File: config.mk
export PLATFORM = sky130hd
export DESIGN_NAME = conv_seq_addr_gen
export DESIGN_NICKNAME = d
export VERILOG_FILES = /design/src/rtl/conv_seq_addr_gen.sv
export SDC_FILE = /design/constraint.sdc
export NUM_CORES = 1
export LEC_CHECK = 0
export ABC_AREA = 1
export BUFFER_PORTS_ARGS = -buffer_cell sky130_fd_sc_hd__buf_2
export CORE_ASPECT_RATIO = 0.8
export CORE_MARGIN = 2
export CORE_UTILIZATION = 44
export DETAILED_ROUTE_END_ITERATION = 10
export SYNTH_ARGS = -nofsm -noshare
export SYNTH_HDL_FRONTEND = slang
export SYNTH_SLANG_ARGS = --single-unit
File: constraint.sdc
create_clock -name S_AXI_ACLK -period 5.1 [get_ports S_AXI_ACLK]
set_input_delay 0.51 -clock S_AXI_ACLK [delete_from_list [all_inputs] [get_ports S_AXI_ACLK]]
set_output_delay 0.51 -clock S_AXI_ACLK [all_outputs]
set_load 0.005 [all_outputs]
File: src/rtl/conv_seq_addr_gen.sv
// Convolution MAC sequencer: emits one src/wgt/dst address beat per MAC on a valid/ready stream.
// First beat is valid one cycle after run rises. All outputs hold while out_valid & ~out_ready.
module conv_seq_addr_gen #(
   parameter int AW = 14
) (
   input  logic          S_AXI_ACLK,
   input  logic          S_AXI_ARESET,
   input  logic          run,
   input  logic [3:0]    id,
   input  logic [9:0]    is,
   input  logic [4:0]    iw,
   input  logic [9:0]    ks,
   input  logic [4:0]    kh,
   input  logic [4:0]    kw,
   input  logic [9:0]    fs,
   input  logic [3:0]    od,
   input  logic [9:0]    os,
   input  logic [4:0]    oh,
   input  logic [4:0]    ow,
   output logic          out_valid,
   input  logic          out_ready,
   output logic [AW-1:0] src_addr,
   output logic [AW-1:0] wgt_addr,
   output logic [AW-1:0] dst_addr,
   output logic          acc_first,
   output logic          acc_last,
   output logic          busy,
   output logic          done
);

   typedef enum logic [1:0] {S_IDLE, S_RUN, S_FIN} state_t;

   state_t r_state, w_state_nxt;
   logic   r_run_d;

   logic [3:0] r_id, r_od;
   logic [9:0] r_is, r_ks, r_fs, r_os;
   logic [4:0] r_iw, r_kh, r_kw, r_oh, r_ow;

   logic [3:0] r_o, r_c;
   logic [4:0] r_oy, r_ox, r_ky, r_kx;

   // Each loop level keeps the address at the start of its current iteration, so a wrap
   // of an inner loop reloads from the enclosing level plus one stride.
   logic [AW-1:0] r_src_oy, r_src_ox, r_src_c, r_src_ky, r_src;
   logic [AW-1:0] r_wgt_o, r_wgt_c, r_wgt_ky, r_wgt;
   logic [AW-1:0] r_dst_o, r_dst_oy, r_dst;

   logic w_start, w_zero, w_acc;
   logic w_kx_max, w_ky_max, w_c_max, w_ox_max, w_oy_max, w_o_max, w_all_max;
   logic [AW-1:0] w_src_ky_n, w_src_c_n, w_src_ox_n, w_src_oy_n;
   logic [AW-1:0] w_wgt_ky_n, w_wgt_c_n, w_wgt_o_n;
   logic [AW-1:0] w_dst_oy_n, w_dst_o_n;

   assign w_start = run & ~r_run_d;
   assign w_zero  = (id == 4'd0) | (kh == 5'd0) | (kw == 5'd0) |
                    (od == 4'd0) | (oh == 5'd0) | (ow == 5'd0);
   assign w_acc   = (r_state == S_RUN) & out_ready;

   assign w_kx_max  = (r_kx == r_kw - 5'd1);
   assign w_ky_max  = (r_ky == r_kh - 5'd1);
   assign w_c_max   = (r_c  == r_id - 4'd1);
   assign w_ox_max  = (r_ox == r_ow - 5'd1);
   assign w_oy_max  = (r_oy == r_oh - 5'd1);
   assign w_o_max   = (r_o  == r_od - 4'd1);
   assign w_all_max = w_kx_max & w_ky_max & w_c_max & w_ox_max & w_oy_max & w_o_max;

   assign w_src_ky_n = r_src_ky + AW'(r_iw);
   assign w_src_c_n  = r_src_c  + AW'(r_is);
   assign w_src_ox_n = r_src_ox + AW'(1);
   assign w_src_oy_n = r_src_oy + AW'(r_iw);
   assign w_wgt_ky_n = r_wgt_ky + AW'(r_kw);
   assign w_wgt_c_n  = r_wgt_c  + AW'(r_ks);
   assign w_wgt_o_n  = r_wgt_o  + AW'(r_fs);
   assign w_dst_oy_n = r_dst_oy + AW'(r_ow);
   assign w_dst_o_n  = r_dst_o  + AW'(r_os);

   assign src_addr = r_src;
   assign wgt_addr = r_wgt;
   assign dst_addr = r_dst;

   always_ff @(posedge S_AXI_ACLK) begin
      if (S_AXI_ARESET) begin
         r_state <= S_IDLE;
         r_run_d <= 1'b0;
      end else begin
         r_state <= w_state_nxt;
         r_run_d <= run;
      end
   end

   always_comb begin
      w_state_nxt = r_state;
      out_valid   = 1'b0;
      busy        = 1'b0;
      done        = 1'b0;
      acc_first   = 1'b0;
      acc_last    = 1'b0;
      case (r_state)
         S_IDLE: begin
            if (w_start) w_state_nxt = w_zero ? S_FIN : S_RUN;
         end
         S_RUN: begin
            out_valid = 1'b1;
            busy      = 1'b1;
            acc_first = (r_c == 4'd0) & (r_ky == 5'd0) & (r_kx == 5'd0);
            acc_last  = w_c_max & w_ky_max & w_kx_max;
            if (!run)                       w_state_nxt = S_IDLE;
            else if (w_acc && w_all_max)    w_state_nxt = S_FIN;
         end
         S_FIN: begin
            done        = 1'b1;
            w_state_nxt = S_IDLE;
         end
         default: w_state_nxt = S_IDLE;
      endcase
   end

   always_ff @(posedge S_AXI_ACLK) begin
      if (S_AXI_ARESET) begin
         r_id <= '0; r_is <= '0; r_iw <= '0; r_ks <= '0; r_kh <= '0; r_kw <= '0;
         r_fs <= '0; r_od <= '0; r_os <= '0; r_oh <= '0; r_ow <= '0;
         r_o <= '0; r_oy <= '0; r_ox <= '0; r_c <= '0; r_ky <= '0; r_kx <= '0;
         r_src_oy <= '0; r_src_ox <= '0; r_src_c <= '0; r_src_ky <= '0; r_src <= '0;
         r_wgt_o <= '0; r_wgt_c <= '0; r_wgt_ky <= '0; r_wgt <= '0;
         r_dst_o <= '0; r_dst_oy <= '0; r_dst <= '0;
      end else if (r_state == S_IDLE && w_start) begin
         r_id <= id; r_is <= is; r_iw <= iw; r_ks <= ks; r_kh <= kh; r_kw <= kw;
         r_fs <= fs; r_od <= od; r_os <= os; r_oh <= oh; r_ow <= ow;
         r_o <= '0; r_oy <= '0; r_ox <= '0; r_c <= '0; r_ky <= '0; r_kx <= '0;
         r_src_oy <= '0; r_src_ox <= '0; r_src_c <= '0; r_src_ky <= '0; r_src <= '0;
         r_wgt_o <= '0; r_wgt_c <= '0; r_wgt_ky <= '0; r_wgt <= '0;
         r_dst_o <= '0; r_dst_oy <= '0; r_dst <= '0;
      end else if (w_acc) begin
         if (!w_kx_max) begin
            r_kx  <= r_kx + 5'd1;
            r_src <= r_src + AW'(1);
            r_wgt <= r_wgt + AW'(1);
         end else begin
            r_kx <= '0;
            if (!w_ky_max) begin
               r_ky     <= r_ky + 5'd1;
               r_src_ky <= w_src_ky_n; r_src <= w_src_ky_n;
               r_wgt_ky <= w_wgt_ky_n; r_wgt <= w_wgt_ky_n;
            end else begin
               r_ky <= '0;
               if (!w_c_max) begin
                  r_c     <= r_c + 4'd1;
                  r_src_c <= w_src_c_n; r_src_ky <= w_src_c_n; r_src <= w_src_c_n;
                  r_wgt_c <= w_wgt_c_n; r_wgt_ky <= w_wgt_c_n; r_wgt <= w_wgt_c_n;
               end else begin
                  r_c <= '0;
                  // Moving to a new output pixel restarts the weight walk for this o.
                  r_wgt_c <= r_wgt_o; r_wgt_ky <= r_wgt_o; r_wgt <= r_wgt_o;
                  if (!w_ox_max) begin
                     r_ox     <= r_ox + 5'd1;
                     r_src_ox <= w_src_ox_n; r_src_c <= w_src_ox_n;
                     r_src_ky <= w_src_ox_n; r_src   <= w_src_ox_n;
                     r_dst    <= r_dst + AW'(1);
                  end else begin
                     r_ox <= '0;
                     if (!w_oy_max) begin
                        r_oy     <= r_oy + 5'd1;
                        r_src_oy <= w_src_oy_n; r_src_ox <= w_src_oy_n; r_src_c <= w_src_oy_n;
                        r_src_ky <= w_src_oy_n; r_src    <= w_src_oy_n;
                        r_dst_oy <= w_dst_oy_n; r_dst    <= w_dst_oy_n;
                     end else begin
                        r_oy <= '0;
                        if (!w_o_max) begin
                           r_o      <= r_o + 4'd1;
                           r_src_oy <= '0; r_src_ox <= '0; r_src_c <= '0;
                           r_src_ky <= '0; r_src    <= '0;
                           r_wgt_o  <= w_wgt_o_n; r_wgt_c <= w_wgt_o_n;
                           r_wgt_ky <= w_wgt_o_n; r_wgt   <= w_wgt_o_n;
                           r_dst_o  <= w_dst_o_n; r_dst_oy <= w_dst_o_n; r_dst <= w_dst_o_n;
                        end
                     end
                  end
               end
            end
         end
      end
   end

endmodule
==> flow_metrics.tcl <==
set metrics [dict create \
    p_seq_share_pct 43.0 \
    synth-main-ff-cell "dfxtp_1" \
    drc 8 \
    seq_area_frac_synth_pct 32.7 \
    hold_path_depth 3 \
    finalMaxSlewViolations 0 \
    hold_buffers 0 \
    crit_path_max_fanout 17 \
    clockBufferDepth 3 \
    hpwlAfterDp_um 36100 \
    grt_setup_unrepaired "no" \
    die-area_um2 39500 \
    fin_skew_ns 0.0199 \
    fin_nets 2728 \
    switching_share_pct 26.8 \
    cts_tree "built" \
    crit_arrival_ns 3.10 \
    hold_violations 0 \
    avgSynthCellArea_um2 6.70 \
    grt_pass1_vias 14976 \
    rows 63 \
    drt-initial-drc-count 1175 \
    power.share.clock_pct 44.9 \
    violations "design-rule violations" \
    clkLatencyLatePin_ns 0.58 \
    clkTransAtPathRegs_ns 0.06 \
    antenna_found_initial 6 \
    die_h_um 178 \
    p_leak_uw 0.00853 \
    final.min_clock_period_ns 3.61 \
    cts_resized 0 \
    via_per_inst 5.32 \
    syn_area_um2 16700 \
    syn-num-nets 2654 \
    area_growth_pct 11.9 \
    dpl.cell_count 3019 \
    fin_util_pct 50.1 \
    synth-edff-count 0 \
    die_w_um 222 \
    vias 16390 \
    yosysUniqueCellTypes 56 \
    post_cts_buffers 0 \
    core_um2 37200 \
    fill_cells 3805 \
    power.total_uw 5260 \
    drtPass1Iterations 8 \
    yosys_warnings 0 \
    cts.sinks 272 \
    grt_max_degree 99 \
    drive_above_1_share_pct 10.0 \
    setup_viol 0 \
    fin_crit_sh_pct 70.8 \
    internal_power_uw 3850 \
    start_util_pct 44.8 \
    grt_pass1_wl_um 79300 \
    cp-end-kind "output pin" \
    track_usage_pct 24.7 \
    reg2reg_depth 13 \
    syn_inst 2490 \
    pin_count 124 \
    relSlewSlack_pct 17.5 \
    wl_um 48700 \
    instances_no_fill 3081 \
    status "complete, but fails checks" \
    worst_pin_slew_ns 1.23 \
    critical_path_class "reg2out" \
    finalWeightedCongestion 0.930 \
    final_common_cell "nand2_1" \
    p_per_area_nw_per_um2 282 \
    drtAntennaViolNets 0 \
    port_buffers 123 \
    numCtsBuffers 30 \
    hold_class "in2reg" \
    p_comb_share_pct 12.1 \
    cts_root_buf "clkbuf_16" \
    fmax_ghz 0.277 \
    synthArstFlopShare_pct 0 \
    irDropWorstVdd_mv 0.214 \
    wire_per_inst_um 15.8 \
    layout_common_cells "nand2_1, nor2_1, dfxtp_1" \
    grt_overflow 0 \
    max_cap_violations 0 \
    tns_ns 0 \
    cts_htree_levels 1 \
    required_ns 4.59 \
    p_switching_uw 1410 \
    startpoint_type "flop" \
    ys_seq_elements 272 \
]
-- layer usage --
| metal | global-route usage (%) | up-vias | part of all wire [%] |
|---|---|---|---|
| li1 | - | 8376 | - |
| met1 | 35.1 | 7515 | 49 |
| met2 | 39.2 | 422 | 43 |
| met3 | 3.05 | 77 | 5.6 |
| met4 | 7.09 | 0 | 2.6 |
| met5 | 0 | - | 0 |
-- cell usage after synthesis, types with 5 or more instances --
library cell	count	share of area, %
nand2_1	552	12
nor2_1	280	6.3
dfxtp_1	272	33
inv_1	232	5.2
o21ai_0	213	6.4
nand3_1	210	6.3
a21oi_1	207	6.2
ha_1	79	5.9
xor2_1	66	3.5
clkbuf_1	47	1.1
xnor2_1	35	1.8
o21ai_1	34	1.0
nor3_1	32	0.96
nand4_1	30	1.1
buf_2	24	0.72
inv_2	16	0.36
or2_2	15	0.56
a31oi_1	12	0.45
buf_4	9	0.41
buf_1	8	0.18
fa_1	8	0.96
o211ai_1	8	0.36
a211oi_1	7	0.32
nor2_2	7	0.26
o22ai_1	7	0.26
o21bai_1	6	0.27
nand2_2	5	0.19
nor4_1	5	0.19
-- sequential cells by signal (all words and copies together) (netlist names), 10 cells and up --
signal    cells
dst_addr     14
r_dst_o      14
r_dst_oy     14
r_fs         10
r_is         10
r_ks         10
r_os         10
r_src_c      14
r_src_ky     14
r_src_ox     14
r_src_oy     14
r_wgt_c      14
r_wgt_ky     14
r_wgt_o      14
src_addr     14
wgt_addr     14
-- layout make-up --
type / instances / area (um^2) / area share, %
Tap cell: 487 / 609 / 3.27
Antenna cell: 6 / 15.0 / 0.0805
Sequential cell: 272 / 5450 / 29.2
Timing Repair Buffer: 133 / 691 / 3.70
Clock inverter: 13 / 168 / 0.899
Inverter: 255 / 963 / 5.16
Multi-Input combinational cell: 1872 / 9860 / 52.8
Clock buffer: 43 / 911 / 4.88
-- worst paths after layout --
check | slack (ns) | start | to
max reg2reg | 1.50 | r_id[0] | r_dst_o[9]
min reg2reg | 0.47 | r_dst_o[6] | r_dst_o[6]
min | 0.18 | os[2] | r_os[2]
max | 1.49 | r_kw[0] | acc_last
-- logic make-up after synthesis --
group	share of synthesized area, %
DFF	32.7
AOI/OAI and AO/OA	16.3
buffers and inverters	8.34
and+or+nand+nor	30.5
xor gates and xnor gates	5.30
adders and majority gates	6.89
-- power groups by stage --
stage	Sequential (uW)	Combinational [uW]	Clock (uW)
global placement	2310	626	0
floorplan	2290	462	0
detailed placement	2310	633	0
global route	2270	724	2500
finish	2260	636	2360
CTS	2270	636	2410
-- worst max-delay path, cell delays in order, from the launching register on --
cell	delay, ns
dfxtp_1	0.39
clkinv_1	0.13
ha_1	0.31
xor2_1	0.15
nand3_1	0.09
nor2_1	0.14
nand2_2	0.29
inv_4	0.32
nand2_4	0.15
nor3_1	0.35
buf_2	0.19
-- per-stage QoR --
| step | area [um^2] | setup WS [ns] | hold slack (ns) |
|---|---|---|---|
| 6_report | 18700 | 1.49 | 0.182 |
| 5_1_grt | 18700 | 1.12 | 0.188 |
| 4_1_cts | 18600 | 1.43 | 0.156 |
| 3_5_place_dp | 17600 | 1.43 | 0.462 |
| 3_3_place_gp | 17600 | 1.57 | 0.454 |
| 2_1_floorplan | 16700 | 2.90 | 0.442 |
No activity file was read; power rests on OpenSTA's default activity.
